$ cat config.mk
export PLATFORM = sky130hd
export DESIGN_NAME = m6809_reset_seq
export DESIGN_NICKNAME = d
export VERILOG_FILES = /design/src/rtl/m6809_reset_pkg.sv /design/src/rtl/m6809_sync_debounce.sv /design/src/rtl/m6809_reset_seq.sv
export SDC_FILE = /design/constraint.sdc
export NUM_CORES = 1
export LEC_CHECK = 0
export CORE_MARGIN = 2
export CORE_UTILIZATION = 52
export DETAILED_ROUTE_END_ITERATION = 8
export PLACE_DENSITY_LB_ADDON = 0.25
export SETUP_SLACK_MARGIN = 0.02
export SLEW_MARGIN = 20
export SYNTH_ARGS = -nofsm -noshare
export SYNTH_HDL_FRONTEND = slang
export SYNTH_HIERARCHICAL = 1
export SYNTH_SLANG_ARGS = --single-unit
$ cat constraint.sdc
create_clock -name clk -period 1.7 [get_ports clk]
set_input_delay 0.17 -clock clk [delete_from_list [all_inputs] [get_ports clk]]
set_output_delay 0.17 -clock clk [all_outputs]
set_load 0.05 [all_outputs]
$ cat src/rtl/m6809_reset_pkg.sv
`default_nettype none
// ============================================================================
// Module      : m6809_reset_pkg
// Description : Shared types and constants for the 6809 SOC reset sequencer:
//               sequencer state encoding, reset-cause bit positions and a
//               one-hot helper for building cause masks.
// Revision    : 1.0 - initial release
// ============================================================================
package m6809_reset_pkg;

    // Sequencer states: hold everything, staggered release, normal operation
    typedef enum logic [1:0] {
        ASSERT  = 2'd0,
        RELEASE = 2'd1,
        RUN     = 2'd2
    } state_t;

    localparam int CAUSE_W   = 4;
    localparam int CAUSE_POR = 0;
    localparam int CAUSE_EXT = 1;
    localparam int CAUSE_SW  = 2;
    localparam int CAUSE_WDT = 3;

    // One-hot mask for a cause bit position
    function automatic logic [CAUSE_W-1:0] cause_bit(input int idx);
        logic [CAUSE_W-1:0] m;
        m      = '0;
        m[idx] = 1'b1;
        return m;
    endfunction

endpackage : m6809_reset_pkg
`default_nettype wire

$ cat src/rtl/m6809_sync_debounce.sv
`default_nettype none
// ============================================================================
// Module      : m6809_sync_debounce
// Description : Two-flop synchroniser followed by a debouncer for the
//               active-low external reset button. The debounced level only
//               changes after DEBOUNCE_CYCLES consecutive identical
//               synchronised samples that differ from the current level.
// Revision    : 1.0 - initial release
// ============================================================================
module m6809_sync_debounce #(
    parameter int DEBOUNCE_CYCLES = 8
) (
    input  logic clk,
    input  logic rst,
    input  logic i_ext_b,
    output logic o_level_b
);
    localparam int CNT_W = $clog2(DEBOUNCE_CYCLES) + 1;

    logic [1:0]       sync_q, sync_d;
    logic             level_q, level_d;
    logic [CNT_W-1:0] cnt_q, cnt_d;

    // Shift the raw input through the synchroniser; count consecutive
    // synchronised samples that disagree with the accepted level
    always_comb begin
        sync_d  = {sync_q[0], i_ext_b};
        level_d = level_q;
        cnt_d   = '0;
        if (sync_q[1] != level_q) begin
            if (cnt_q == CNT_W'(DEBOUNCE_CYCLES - 1)) begin
                level_d = sync_q[1];
            end else begin
                cnt_d = cnt_q + 1'b1;
            end
        end
    end

    // Idle state is "button released" so reset does not look like a press
    always_ff @(posedge clk) begin
        if (rst) begin
            sync_q  <= 2'b11;
            level_q <= 1'b1;
            cnt_q   <= '0;
        end else begin
            sync_q  <= sync_d;
            level_q <= level_d;
            cnt_q   <= cnt_d;
        end
    end

    assign o_level_b = level_q;

endmodule : m6809_sync_debounce
`default_nettype wire

$ cat src/rtl/m6809_reset_seq.sv
`default_nettype none
// ============================================================================
// Module      : m6809_reset_seq
// Description : Reset sequencer for the 6809 SOC. Merges power-on, external
//               button, software and (optional) watchdog reset sources,
//               stretches the reset, releases NUM_DOMAINS active-low resets
//               in staggered order and keeps a sticky reset-cause register.
//               Build option: define M6809_WDT_EN to include the watchdog.
// Revision    : 1.0 - initial release
// ============================================================================
module m6809_reset_seq
    import m6809_reset_pkg::*;
#(
    parameter int NUM_DOMAINS     = 3,
    parameter int STRETCH_CYCLES  = 16,
    parameter int STAGGER_CYCLES  = 4,
    parameter int DEBOUNCE_CYCLES = 8,
    parameter int WDT_CYCLES      = 1024
) (
    input  logic                   clk,
    input  logic                   reset,
    input  logic                   ext_reset_b,
    input  logic                   sw_reset_req,
    input  logic                   wdt_enable,
    input  logic                   wdt_kick,
    input  logic                   cause_clr,
    output logic [NUM_DOMAINS-1:0] reset_b_out,
    output logic                   seq_busy,
    output logic [CAUSE_W-1:0]     reset_cause
);
    localparam int CNT_MAX = (STRETCH_CYCLES > STAGGER_CYCLES) ? STRETCH_CYCLES : STAGGER_CYCLES;
    localparam int CNT_W   = $clog2(CNT_MAX) + 1;
    localparam int IDX_W   = $clog2(NUM_DOMAINS) + 1;

    state_t                 state_q, state_d;
    logic [CNT_W-1:0]       cnt_q, cnt_d;
    logic [IDX_W-1:0]       idx_q, idx_d;
    logic [NUM_DOMAINS-1:0] reset_b_q, reset_b_d;
    logic                   busy_q, busy_d;
    logic [CAUSE_W-1:0]     cause_q, cause_d;

    logic w_ext_level_b;
    logic w_ext_low;
    logic w_wdt_fire;
    logic w_req;

    m6809_sync_debounce #(
        .DEBOUNCE_CYCLES (DEBOUNCE_CYCLES)
    ) u_sync_debounce (
        .clk       (clk),
        .rst       (reset),
        .i_ext_b   (ext_reset_b),
        .o_level_b (w_ext_level_b)
    );

    assign w_ext_low = ~w_ext_level_b;

`ifdef M6809_WDT_EN
    localparam int WDT_W = $clog2(WDT_CYCLES) + 1;

    logic [WDT_W-1:0] wdt_cnt_q, wdt_cnt_d;

    // Watchdog counts enabled RUN cycles; a kick or leaving RUN restarts it
    always_comb begin
        wdt_cnt_d  = '0;
        w_wdt_fire = 1'b0;
        if (state_q == RUN && !wdt_kick) begin
            if (wdt_enable) begin
                if (wdt_cnt_q == WDT_W'(WDT_CYCLES - 1)) begin
                    w_wdt_fire = 1'b1;
                end else begin
                    wdt_cnt_d = wdt_cnt_q + 1'b1;
                end
            end else begin
                wdt_cnt_d = wdt_cnt_q;
            end
        end
    end

    // Watchdog counter register
    always_ff @(posedge clk) begin
        if (reset) begin
            wdt_cnt_q <= '0;
        end else begin
            wdt_cnt_q <= wdt_cnt_d;
        end
    end
`else
    logic w_unused_wdt;

    assign w_wdt_fire   = 1'b0;
    assign w_unused_wdt = ^{wdt_enable, wdt_kick, WDT_CYCLES};
`endif

    assign w_req = w_ext_low | sw_reset_req | w_wdt_fire;

    // Sequencer next state: any request restarts the stretch from zero
    always_comb begin
        state_d   = state_q;
        cnt_d     = cnt_q;
        idx_d     = idx_q;
        reset_b_d = reset_b_q;
        if (w_req) begin
            state_d   = ASSERT;
            cnt_d     = '0;
            idx_d     = '0;
            reset_b_d = '0;
        end else begin
            case (state_q)
                ASSERT: begin
                    reset_b_d = '0;
                    if (cnt_q == CNT_W'(STRETCH_CYCLES - 1)) begin
                        cnt_d        = '0;
                        idx_d        = '0;
                        reset_b_d[0] = 1'b1;
                        state_d      = (NUM_DOMAINS == 1) ? RUN : RELEASE;
                    end else begin
                        cnt_d = cnt_q + 1'b1;
                    end
                end
                RELEASE: begin
                    if (cnt_q == CNT_W'(STAGGER_CYCLES - 1)) begin
                        cnt_d = '0;
                        idx_d = idx_q + 1'b1;
                        for (int k = 0; k < NUM_DOMAINS; k++) begin
                            if (IDX_W'(k) == idx_d) begin
                                reset_b_d[k] = 1'b1;
                            end
                        end
                        if (idx_d == IDX_W'(NUM_DOMAINS - 1)) begin
                            state_d = RUN;
                        end
                    end else begin
                        cnt_d = cnt_q + 1'b1;
                    end
                end
                RUN: begin
                    cnt_d     = '0;
                    reset_b_d = '1;
                end
                default: begin
                    state_d   = ASSERT;
                    cnt_d     = '0;
                    idx_d     = '0;
                    reset_b_d = '0;
                end
            endcase
        end
        busy_d = ~&reset_b_d;
    end

    // Sticky cause: a source accepted this cycle overrides a same-cycle clear
    always_comb begin
        cause_d = cause_clr ? '0 : cause_q;
        if (w_ext_low) begin
            cause_d = cause_d | cause_bit(CAUSE_EXT);
        end
        if (sw_reset_req) begin
            cause_d = cause_d | cause_bit(CAUSE_SW);
        end
        if (w_wdt_fire) begin
            cause_d = cause_d | cause_bit(CAUSE_WDT);
        end
    end

    // Sequencer, output and cause registers
    always_ff @(posedge clk) begin
        if (reset) begin
            state_q   <= ASSERT;
            cnt_q     <= '0;
            idx_q     <= '0;
            reset_b_q <= '0;
            busy_q    <= 1'b1;
            cause_q   <= cause_bit(CAUSE_POR);
        end else begin
            state_q   <= state_d;
            cnt_q     <= cnt_d;
            idx_q     <= idx_d;
            reset_b_q <= reset_b_d;
            busy_q    <= busy_d;
            cause_q   <= cause_d;
        end
    end

    assign reset_b_out = reset_b_q;
    assign seq_busy    = busy_q;
    assign reset_cause = cause_q;

endmodule : m6809_reset_seq
`default_nettype wire

# == Yosys cells after proc, flatten, opt, wreduce, memory -nomap -nowiden ==
# Cells that the tools add are included.
# totals
regBits,25
latch_bits,0
mem_bits_rw,0
rom_bits,0
output_inout_bits,8
elab_cells,57
n_memories,0
# classes
add_sub_neg,3
n_mul,0
div,0
order_cmp,0
n_eq_ne,12
shift,0
muxes,20
n_bitwise,4
reduce_logical,9
# op_table
cell,n
3-bit one-hot mux with 3 select lines,2
3-bit 2-to-1 mux,5
5-bit 2-to-1 mux,2
5-bit one-hot mux with 2 select lines,1
2-bit 2-to-1 mux,4
"2-bit != test, second input constant",3
2-bit one-hot mux with 3 select lines,1
3-bit AND reduction,2
"5-bit by 1-bit adder with 5-bit output, second input constant",1
"5-bit by 2-bit equality test with 1-bit output, second input constant",1
"5-bit by 4-bit equality test with 1-bit output, second input constant",1
"4-bit by 1-bit adder with 4-bit output, second input constant",1
"4-bit by 3-bit equality test with 1-bit output, second input constant",1
1-bit 2-to-1 mux,4
4-bit 2-to-1 mux,1
4-bit AND reduction,1
"3-bit by 1-bit adder with 3-bit output, second input constant",1
"1-bit by 3-bit equality test with 1-bit output, first input constant",1
"2-bit by 3-bit equality test with 1-bit output, first input constant",1
"3-bit by 2-bit equality test with 1-bit output, second input constant",1
3-bit logical NOT,1
1-bit inverter,3
3-bit OR reduction,1
"2-bit by 1-bit equality test with 1-bit output, second input constant",1
other kinds (7),7

# == Depth between registers and ports, before layout ==
# Gate-level depths: netlist of run 1.
# depth
word_depth,8
mapped_depth,7

# == Cells and area by module ==
# The synthesis of run 1 kept the hierarchy.
# modules_own_cells
mod,n_inst,cells_per_inst,area_each_um2,seq_area_each_um2
m6809_reset_seq,1,89,819.5,340.3
m6809_sync_debounce,1,23,252.7,140.1

# == Worst setup path after synthesis of run 1 ==
# OpenSTA, ideal clock, no wires.
# synth_path
path_type,reg-to-reg
startpoint,register cnt_q[0] (netlist name)
endpoint,"register reset_b_q[0], in the netlist reset_b_out[0]"
setup_ns,0.114
t_arrival_ns,1.410
required_time_ns,1.586
slack_ns,0.176
path_stages_with_launch,8
path_buffers,0
period_less_slack_ns,1.524
path_cell_list,dfxtp_1 -> ha_1 -> and3_1 -> ha_1 -> nor2_1 -> o21ai_0 -> and4bb_2 -> nor2b_1
# synth_rtl
item,line_no,rtl
end signal: assignment,m6809_reset_seq.sv:179,reset_b_q <= reset_b_d;
end: declaration,m6809_reset_seq.sv:38,"logic [NUM_DOMAINS-1:0] reset_b_q, reset_b_d;"

# == Final worst setup path of run 1 ==
# layout_path
startpoint,register idx_q[1]
endpoint,"register reset_b_q[0], in the netlist reset_b_out[0]"
# layout_via
elab_chain_len,6
# layout_lines
item,line_no,rtl
start: declaration,m6809_reset_seq.sv:37,"logic [IDX_W-1:0] idx_q, idx_d;"
start signal: assignment,m6809_reset_seq.sv:178,idx_q <= idx_d;
3-bit by 1-bit adder with 3-bit output,m6809_reset_seq.sv:124,idx_d = idx_q + 1'b1;
3-bit logical NOT,m6809_reset_seq.sv:126,if (IDX_W'(k) == idx_d) begin
1-bit 2-to-1 mux,m6809_reset_seq.sv:126,
3-bit 2-to-1 mux,m6809_reset_seq.sv:122,if (cnt_q == CNT_W'(STAGGER_CYCLES - 1)) begin
3-bit one-hot mux with 3 select lines,m6809_reset_seq.sv:109,case (state_q)
3-bit 2-to-1 mux,m6809_reset_seq.sv:103,if (w_req) begin
# No other way between the ends.
# A chain may end at the register's enable or synchronous reset.

==> out/qor.log, run 1 <==
qor: status.outcome completed
qor: logic_synthesis.yosys_most_used_dff sky130_fd_sc_hd__dfxtp_1
qor: critical_path.worst_setup_path_start_kind flip-flop
qor: sta.slew_viol_final 0
qor: routing.number_of_iterations_in_the_first_detailed_routing_pass 4
qor: hold_path.timing.hold.worst_endpoint u_sync_debounce/sync_q[0]
qor: logic_synthesis.synthDistinctLibCells 35
qor: power.switchingPower 212 uW
qor: logic_synthesis.postSynthCellCount 112
qor: routing.first_iter_violations 15
qor: logic_synthesis.postSynthNetCount 127
qor: die.io-pin-count 15
qor: critical_path.r2r-end reset_b_out[0]
qor: die.floorplan.die_area 2440 um^2
qor: sta.setup_violations 0
qor: die.floorplan.initialDensity 54.7%
qor: global_routing.antenna_violations_before_repair 0
qor: finish.area.growth.synth_to_final 25.4%
qor: logic_synthesis.synth-edff-count 0
qor: sta.tightestPinTransition 525 ps
qor: cts.ctsRootBufferMaster sky130_fd_sc_hd__clkbuf_4
qor: global_routing.grt_usage 18.2%
qor: place.dpl-instance-area 1240 um^2
qor: place.gp_routability_congestion 0.771
qor: logic_synthesis.synth.cell_area 1070 um^2
qor: power.share_seq_of_total_power 55.0%
qor: place.hpwl 1490 um
qor: logic_synthesis.synth-async-reset-ratio 0%
qor: die.rows 16
qor: place.dpl.cell_count 153
qor: critical_path.crit_start idx_q[1]
qor: routing.routed_wl 2040 um
qor: place.count_of_input_and_output_buffers 11
qor: critical_path.worstRegToRegCells 5
qor: hold_path.hp-start ext_reset_b
qor: routing.vias_per_cell 5.36
qor: logic_synthesis.yosys_register_bits 24
qor: die.placeableCoreArea 1960 um^2
qor: logic_synthesis.synthesis.yosys.warnings 6
qor: power.max_ir_drop_vdd 0.692 mV
qor: hold_path.timing.hold.worst.class in2reg
qor: cts.clk_latency 310 ps
qor: sta.rsz_0062_raised_after_global_routing yes
qor: cts.worst_setup_hold_path_clk_slew 130 ps
qor: sta.finalCriticalPeriod 1600 ps
qor: sta.max_freq 625 MHz
qor: routing.final_antenna_net_count 0
qor: routing.wire_per_inst 12.9 um
qor: power.leakagePower 0.000610 uW
qor: logic_synthesis.synth_seq_area_share 44.8%
qor: cts.cts_buffers 3
qor: critical_path.crit_required 1930 ps
qor: cts.clock_tree_from_tritoncts done
qor: global_routing.maximum_number_of_pins_on_one_net_before_global_route_repair 15
qor: critical_path.critical_path.max_fanout 4
qor: critical_path.critical_path_arrival 1830 ps
qor: critical_path.regToRegSetupSlack 100 ps
qor: critical_path.critical_path.endpoint_type flip-flop
qor: run.timing.max_cap.violations 0
qor: cts.cts_num_sinks 24
qor: logic_synthesis.postSynthAreaPerCell 9.57 um^2
qor: global_routing.grt_pass1_wl 3460 um
qor: cts.cts_buffer_depth 2
qor: finish.final_cells 158
qor: critical_path.r2r-start idx_q[1]
qor: power.switching_share 20.2%
qor: cts.post_cts_hold_buffer_count 0
qor: global_routing.overall_overflow_remaining_after_global_route 0
qor: power.combinationalPowerShare 5.7%
qor: finish.nets 147
qor: finish.drive_above_1_share 19.1%
qor: global_routing.number_of_global_route_vias_before_repair 842
qor: cts.clock_tree.htree_level_count 1
qor: power.power_density 779 nW/um^2
qor: routing.post-route-drc-count 0
qor: hold_path.min_path_cells 2
qor: power.p_int 836 uW
qor: sta.max_slew_headroom 64.9%
qor: die.die-height 49.4 um
qor: sta.final-hold-violation-count 0
qor: critical_path.worst-setup-path-type reg2reg
qor: die.die_x 49.4 um
qor: finish.final_area 1350 um^2
qor: power.clock_power_share 39.3%
qor: sta.clock_skew 1.45 ps
qor: finish.fillers 167
qor: routing.routed-via-count 847
qor: finish.insertedDiodeCount 0
qor: sta.post-route-period-util 94.1%
==> layer usage <==
metal / routed length, um / GRT usage [%] / share of wire (%) / vias up
li1: - / - / - / 421
met1: 908 / 21.8 / 45 / 393
met2: 1030 / 33.1 / 50 / 27
met3: 71 / 3.07 / 3.5 / 6
met4: 29 / 5.56 / 1.4 / 0
met5: 0 / 0 / 0 / -
==> state kept, by name, indices dropped and copies added (netlist names) <==
name                       cells
cnt_q                          5
state_q                        2
idx_q                          3
u_sync_debounce/sync_q         2
reset_b_out                    3
reset_cause                    3
u_sync_debounce/cnt_q          4
u_sync_debounce/o_level_b      1
seq_busy                       1
==> power by group through the flow <==
stage | sequential (uW) | combinational, uW | clock [uW]
5_1_grt | 577 | 65.7 | 444
6_report | 576 | 59.9 | 412
3_3_place_gp | 588 | 59.0 | 0
4_1_cts | 576 | 60.3 | 416
3_5_place_dp | 588 | 59.8 | 0
2_1_floorplan | 599 | 24.0 | 0
==> cells in the final DEF, fill, tap and decap left out, types with 2 or more instances in the layout <==
cell type	n
sky130_fd_sc_hd__nor2b_1	2
sky130_fd_sc_hd__inv_1	8
sky130_fd_sc_hd__a21oi_1	7
sky130_fd_sc_hd__nor2_1	13
sky130_fd_sc_hd__clkbuf_4	3
sky130_fd_sc_hd__ha_1	6
sky130_fd_sc_hd__or2_2	2
sky130_fd_sc_hd__dfxtp_2	2
sky130_fd_sc_hd__o21ai_0	4
sky130_fd_sc_hd__a21o_1	2
sky130_fd_sc_hd__nand3b_1	3
sky130_fd_sc_hd__nor3_1	5
sky130_fd_sc_hd__ha_2	2
sky130_fd_sc_hd__dfxtp_1	22
sky130_fd_sc_hd__nand2b_1	3
sky130_fd_sc_hd__nand3_1	3
sky130_fd_sc_hd__clkdlybuf4s50_1	4
sky130_fd_sc_hd__xor2_1	4
sky130_fd_sc_hd__dlymetal6s2s_1	7
sky130_fd_sc_hd__buf_4	6
==> cells in the mapped netlist (all sizes together) (2+ instances only) <==
master	number	area [um^2]
nand2b	3	18.8
dfxtp	24	480
or2	2	12.5
ha	8	100
nor2	14	52.6
a21o	2	15.0
o21ai	4	20.0
inv	8	30.0
nor2b	3	18.8
nor3	5	25.0
nand2	2	10.0
xnor2	2	17.5
a21oi	7	35.0
nand3b	3	22.5
buf	2	12.5
nand3	3	15.0
xor2	4	35.0
==> logic make-up after synthesis <==
group / synth area share (%)
and+or+nand+nor: 24.2
xor gates and xnor gates: 4.90
other: 0.350
AOI/OAI and AO/OA: 11.6
buffers and inverters: 3.97
muxes: 0.934
DFF: 44.8
adders and majority gates: 9.34
==> final cells by class <==
| cell class | count | area (um^2) | share of cell area, % |
|---|---|---|---|
| tap | 27 | 33.8 | 2.51 |
| clock inverter | 1 | 30.0 | 2.23 |
| inverter | 8 | 30.0 | 2.23 |
| sequential | 24 | 483 | 35.9 |
| clock buffer | 3 | 22.5 | 1.67 |
| timing repair buffer | 17 | 173 | 12.8 |
| multi-input combinational | 78 | 573 | 42.6 |
==> worst max-delay path by stage <==
stage                endpoint  slack (ps)  cells past startpoint
3_3_place_gp         seq_busy           5                      4
6_report       reset_b_out[0]         100                      5
5_1_grt              idx_q[1]          10                      7
2_1_floorplan  reset_b_out[0]         180                      7
3_5_place_dp         seq_busy         -60                      4
4_1_cts        reset_cause[1]          30                      1
==> metrics by stage <==
stage | util, % | total power (uW) | worst slack (ps) | TNS, ps | hold WS [ps]
floorplan | - | 622 | 176 | 0 | 239
global placement | 63.3 | 647 | 5.16 | 0 | 396
detailed placement | 63.3 | 648 | -58.7 | -58.7 | 402
CTS | 66.1 | 1050 | 27.6 | 0 | 418
global route | 68.6 | 1090 | 10.8 | 0 | 411
finish | 68.6 | 1050 | 99.5 | 0 | 419
==> critical path: stages (launching register included) <==
cell and delay, ps:
sky130_fd_sc_hd__dfxtp_1 430, sky130_fd_sc_hd__ha_1 270, sky130_fd_sc_hd__xnor2_2 120, sky130_fd_sc_hd__a311oi_2 290
sky130_fd_sc_hd__and4bb_2 280, sky130_fd_sc_hd__nor2b_1 130
==> what timing repair did <==
item | 4_1_cts | 5_1_grt
gates resized for setup | 1 | 14
buffers inserted | 0 | 1
pin swaps | 0 | 0
endpoints found under the setup margin | 1 | 17
Note: power is estimated with default switching activity, not from simulation.
==> inputs of run 2 (changes only) <==
--- a/config.mk
+++ b/config.mk
@@ -8,7 +8,7 @@
 export CORE_MARGIN = 2
 export CORE_UTILIZATION = 52
 export DETAILED_ROUTE_END_ITERATION = 8
-export PLACE_DENSITY_LB_ADDON = 0.25
+export PLACE_DENSITY_LB_ADDON = 0.1
 export SETUP_SLACK_MARGIN = 0.02
 export SLEW_MARGIN = 20
 export SYNTH_ARGS = -nofsm -noshare
==> out/qor.log, run 2 (synthesis results as in run 1) <==
qor: cts.clk_latency 310 ps [about the same]
qor: critical_path.worst-setup-path-type reg2out
qor: critical_path.crit_required 1530 ps [-400 ps]
qor: run.timing.max_cap.violations 0 [unchanged]
qor: finish.regMostFlops cnt_q
qor: place.hpwl 1320 um [-11%]
qor: critical_path.critical_path.endpoint_type output pin
qor: critical_path.worstPathCellList clkdlybuf4s50_1
qor: place.dpl.cell_count 153 [unchanged]
qor: sta.slew_viol_final 0 [unchanged]
qor: power.p_int 836 uW [about the same]
qor: finish.area.growth.synth_to_final 24.2%
qor: sta.clock_skew 0.932 ps [-0.517 ps]
qor: routing.wire_per_inst 11.5 um [-11%]
qor: hold_path.timing.hold.worst.class in2reg
qor: place.count_of_input_and_output_buffers 11 [unchanged]
qor: cts.cts_buffer_depth 2 [unchanged]
qor: sta.max_freq 605 MHz [-3.2%]
qor: sta.post-route-period-util 97.3% [+3.1 points]
qor: cts.clock_tree_from_tritoncts done
qor: cts.cts_buffers 3 [unchanged]
qor: place.gp_routability_congestion 0.773 [+0.29%]
qor: finish.drive_above_1_share 18.5% [-0.62 points]
qor: power.leakagePower 0.000571 uW [-6.3%]
qor: critical_path.worst_path_largest_cell_delay 800 ps [+370 ps]
qor: die.die-height 49.4 um [unchanged]
qor: global_routing.antenna_violations_before_repair 0 [unchanged]
qor: critical_path.critical_path_arrival 1480 ps [-350 ps]
qor: routing.routed_wl 1810 um [-11%]
qor: power.clock_power_share 39.4% [about the same]
qor: power.share_seq_of_total_power 54.9% [about the same]
qor: cts.cts_num_sinks 24 [unchanged]
qor: routing.post-route-drc-count 0 [unchanged]
qor: finish.nets 146 [-0.68%]
qor: global_routing.grt_usage 15.9% [-2.3 points]
qor: sta.hold_ws 413 ps [-5.44 ps]
qor: critical_path.critical_path.max_fanout 2 [-2]
qor: die.io-pin-count 15 [unchanged]
qor: routing.first_iter_violations 18 [+3]
qor: sta.max_slew_headroom 65.8% [+0.91 points]
qor: power.max_ir_drop_vdd 0.551 mV [-20%]
qor: critical_path.worst_path_dominant_cell_family buffers and inverters
qor: finish.fillers 179 [+7.2%]
qor: routing.final_antenna_net_count 0 [unchanged]
qor: die.die_x 49.4 um [unchanged]
qor: die.floorplan.initialDensity 54.7% [unchanged]
qor: die.floorplan.die_area 2440 um^2 [unchanged]
qor: sta.rsz_0062_raised_after_global_routing yes
qor: sta.final-hold-violation-count 0 [unchanged]
qor: routing.routed-via-count 817 [-3.5%]
qor: global_routing.number_of_global_route_vias_before_repair 751 [-11%]
qor: cts.clock_tree.htree_level_count 1 [unchanged]
qor: die.placeableCoreArea 1960 um^2 [unchanged]
qor: global_routing.maximum_number_of_pins_on_one_net_before_global_route_repair 15 [unchanged]
qor: routing.number_of_iterations_in_the_first_detailed_routing_pass 6 [+2]
qor: sta.finalCriticalPeriod 1650 ps [+53.2 ps]
qor: cts.worst_setup_hold_path_clk_slew 130 ps [about the same]
qor: power.p_total 1050 uW [about the same]
qor: critical_path.cp_slowest_cell sky130_fd_sc_hd__clkdlybuf4s50_1
qor: finish.reg_top3 cnt_q (5), u_sync_debounce/cnt_q (4)
qor: finish.mostFrequentLayoutCells 23 x sky130_fd_sc_hd__dfxtp_1, 12 x sky130_fd_sc_hd__nor2_1, 8 x sky130_fd_sc_hd__inv_1, 7 x sky130_fd_sc_hd__a21oi_1, 7 x sky130_fd_sc_hd__clkdlybuf4s50_1
qor: finish.final_cells 157 [-0.63%]
qor: critical_path.critical_path.n_buffers_inverters 1 [+1]
qor: sta.tightestPinTransition 512 ps [-13.6 ps]
qor: finish.mostFrequentLayoutCell sky130_fd_sc_hd__dfxtp_1
qor: finish.flip_flop_count_of_the_largest_register_after_layout 5 [unchanged]
qor: power.switchingPower 212 uW [about the same]
qor: global_routing.overall_overflow_remaining_after_global_route 0 [unchanged]
qor: die.rows 16 [unchanged]
qor: finish.insertedDiodeCount 0 [unchanged]
qor: power.switching_share 20.2% [about the same]
qor: power.power_density 787 nW/um^2 [+1.0%]
qor: critical_path.worst_setup_path_start_kind flip-flop
qor: global_routing.grt_pass1_wl 3070 um [-11%]
qor: cts.ctsRootBufferMaster sky130_fd_sc_hd__clkbuf_4
qor: status.outcome completed
qor: sta.setup_violations 0 [unchanged]
qor: power.combinationalPowerShare 5.7% [about the same]
qor: routing.vias_per_cell 5.20 [-2.9%]
-- run 2: final timing paths --
path | start | end | slack, ps | cells past startpoint
min | ext_reset_b | u_sync_debounce/sync_q[0] | 410 | 2
max reg2reg | cnt_q[0] | idx_q[1] | 130 | 7
min reg2reg | cnt_q[0] | cnt_q[0] | 430 | 1
max | reset_cause[2] | reset_cause[2] | 50 | 1
-- run 2: layout make-up --
cell class | count | area [um^2] | share of cell area [%]
Clock buffer | 3 | 22.5 | 1.69
Clock inverter | 1 | 30.0 | 2.26
Inverter | 8 | 30.0 | 2.26
Multi-Input combinational cell | 78 | 576 | 43.2
Sequential cell | 24 | 482 | 36.2
Tap cell | 27 | 33.8 | 2.54
Timing Repair Buffer | 16 | 158 | 11.8
-- run 2: through the flow --
step / area (um^2) / setup WS, ps / setup TNS [ps] / utilization (%)
detailed placement: 1240 / -15.1 / -15.8 / 63.3
finish: 1330 / 46.3 / 0 / 67.9
global placement: 1240 / -0.680 / -0.680 / 63.3
global route: 1330 / 0.675 / 0 / 67.9
floorplan: 1070 / 176 / 0 / -
CTS: 1300 / 28.9 / 0 / 66.1
-- run 2: timing repair --
action / in CTS / in global routing
setup endpoints to repair: 2 / 14
resized for setup: 2 / 12
hold buffers: 0 / 0
pin swaps: 0 / 1
setup buffers: 0 / 0
-- run 2: power by group through the flow --
| stage | registers [uW] | clock network (uW) | logic, uW |
|---|---|---|---|
| after global routing | 577 | 437 | 63.8 |
| after global placement | 588 | 0 | 59.0 |
| after floorplan | 599 | 0 | 24.0 |
| after detailed placement | 588 | 0 | 59.2 |
| final | 576 | 413 | 59.5 |
| after CTS | 576 | 423 | 59.5 |
-- run 2: routing by layer --
metal | part of all wire [%] | vias to the layer above | track usage [%]
met3 | 3.6 | 2 | 3.68
met1 | 51 | 382 | 21.2
li1 | - | 421 | -
met2 | 45 | 12 | 25.9
met4 | 0.89 | 0 | 4.17
met5 | 0 | - | 0
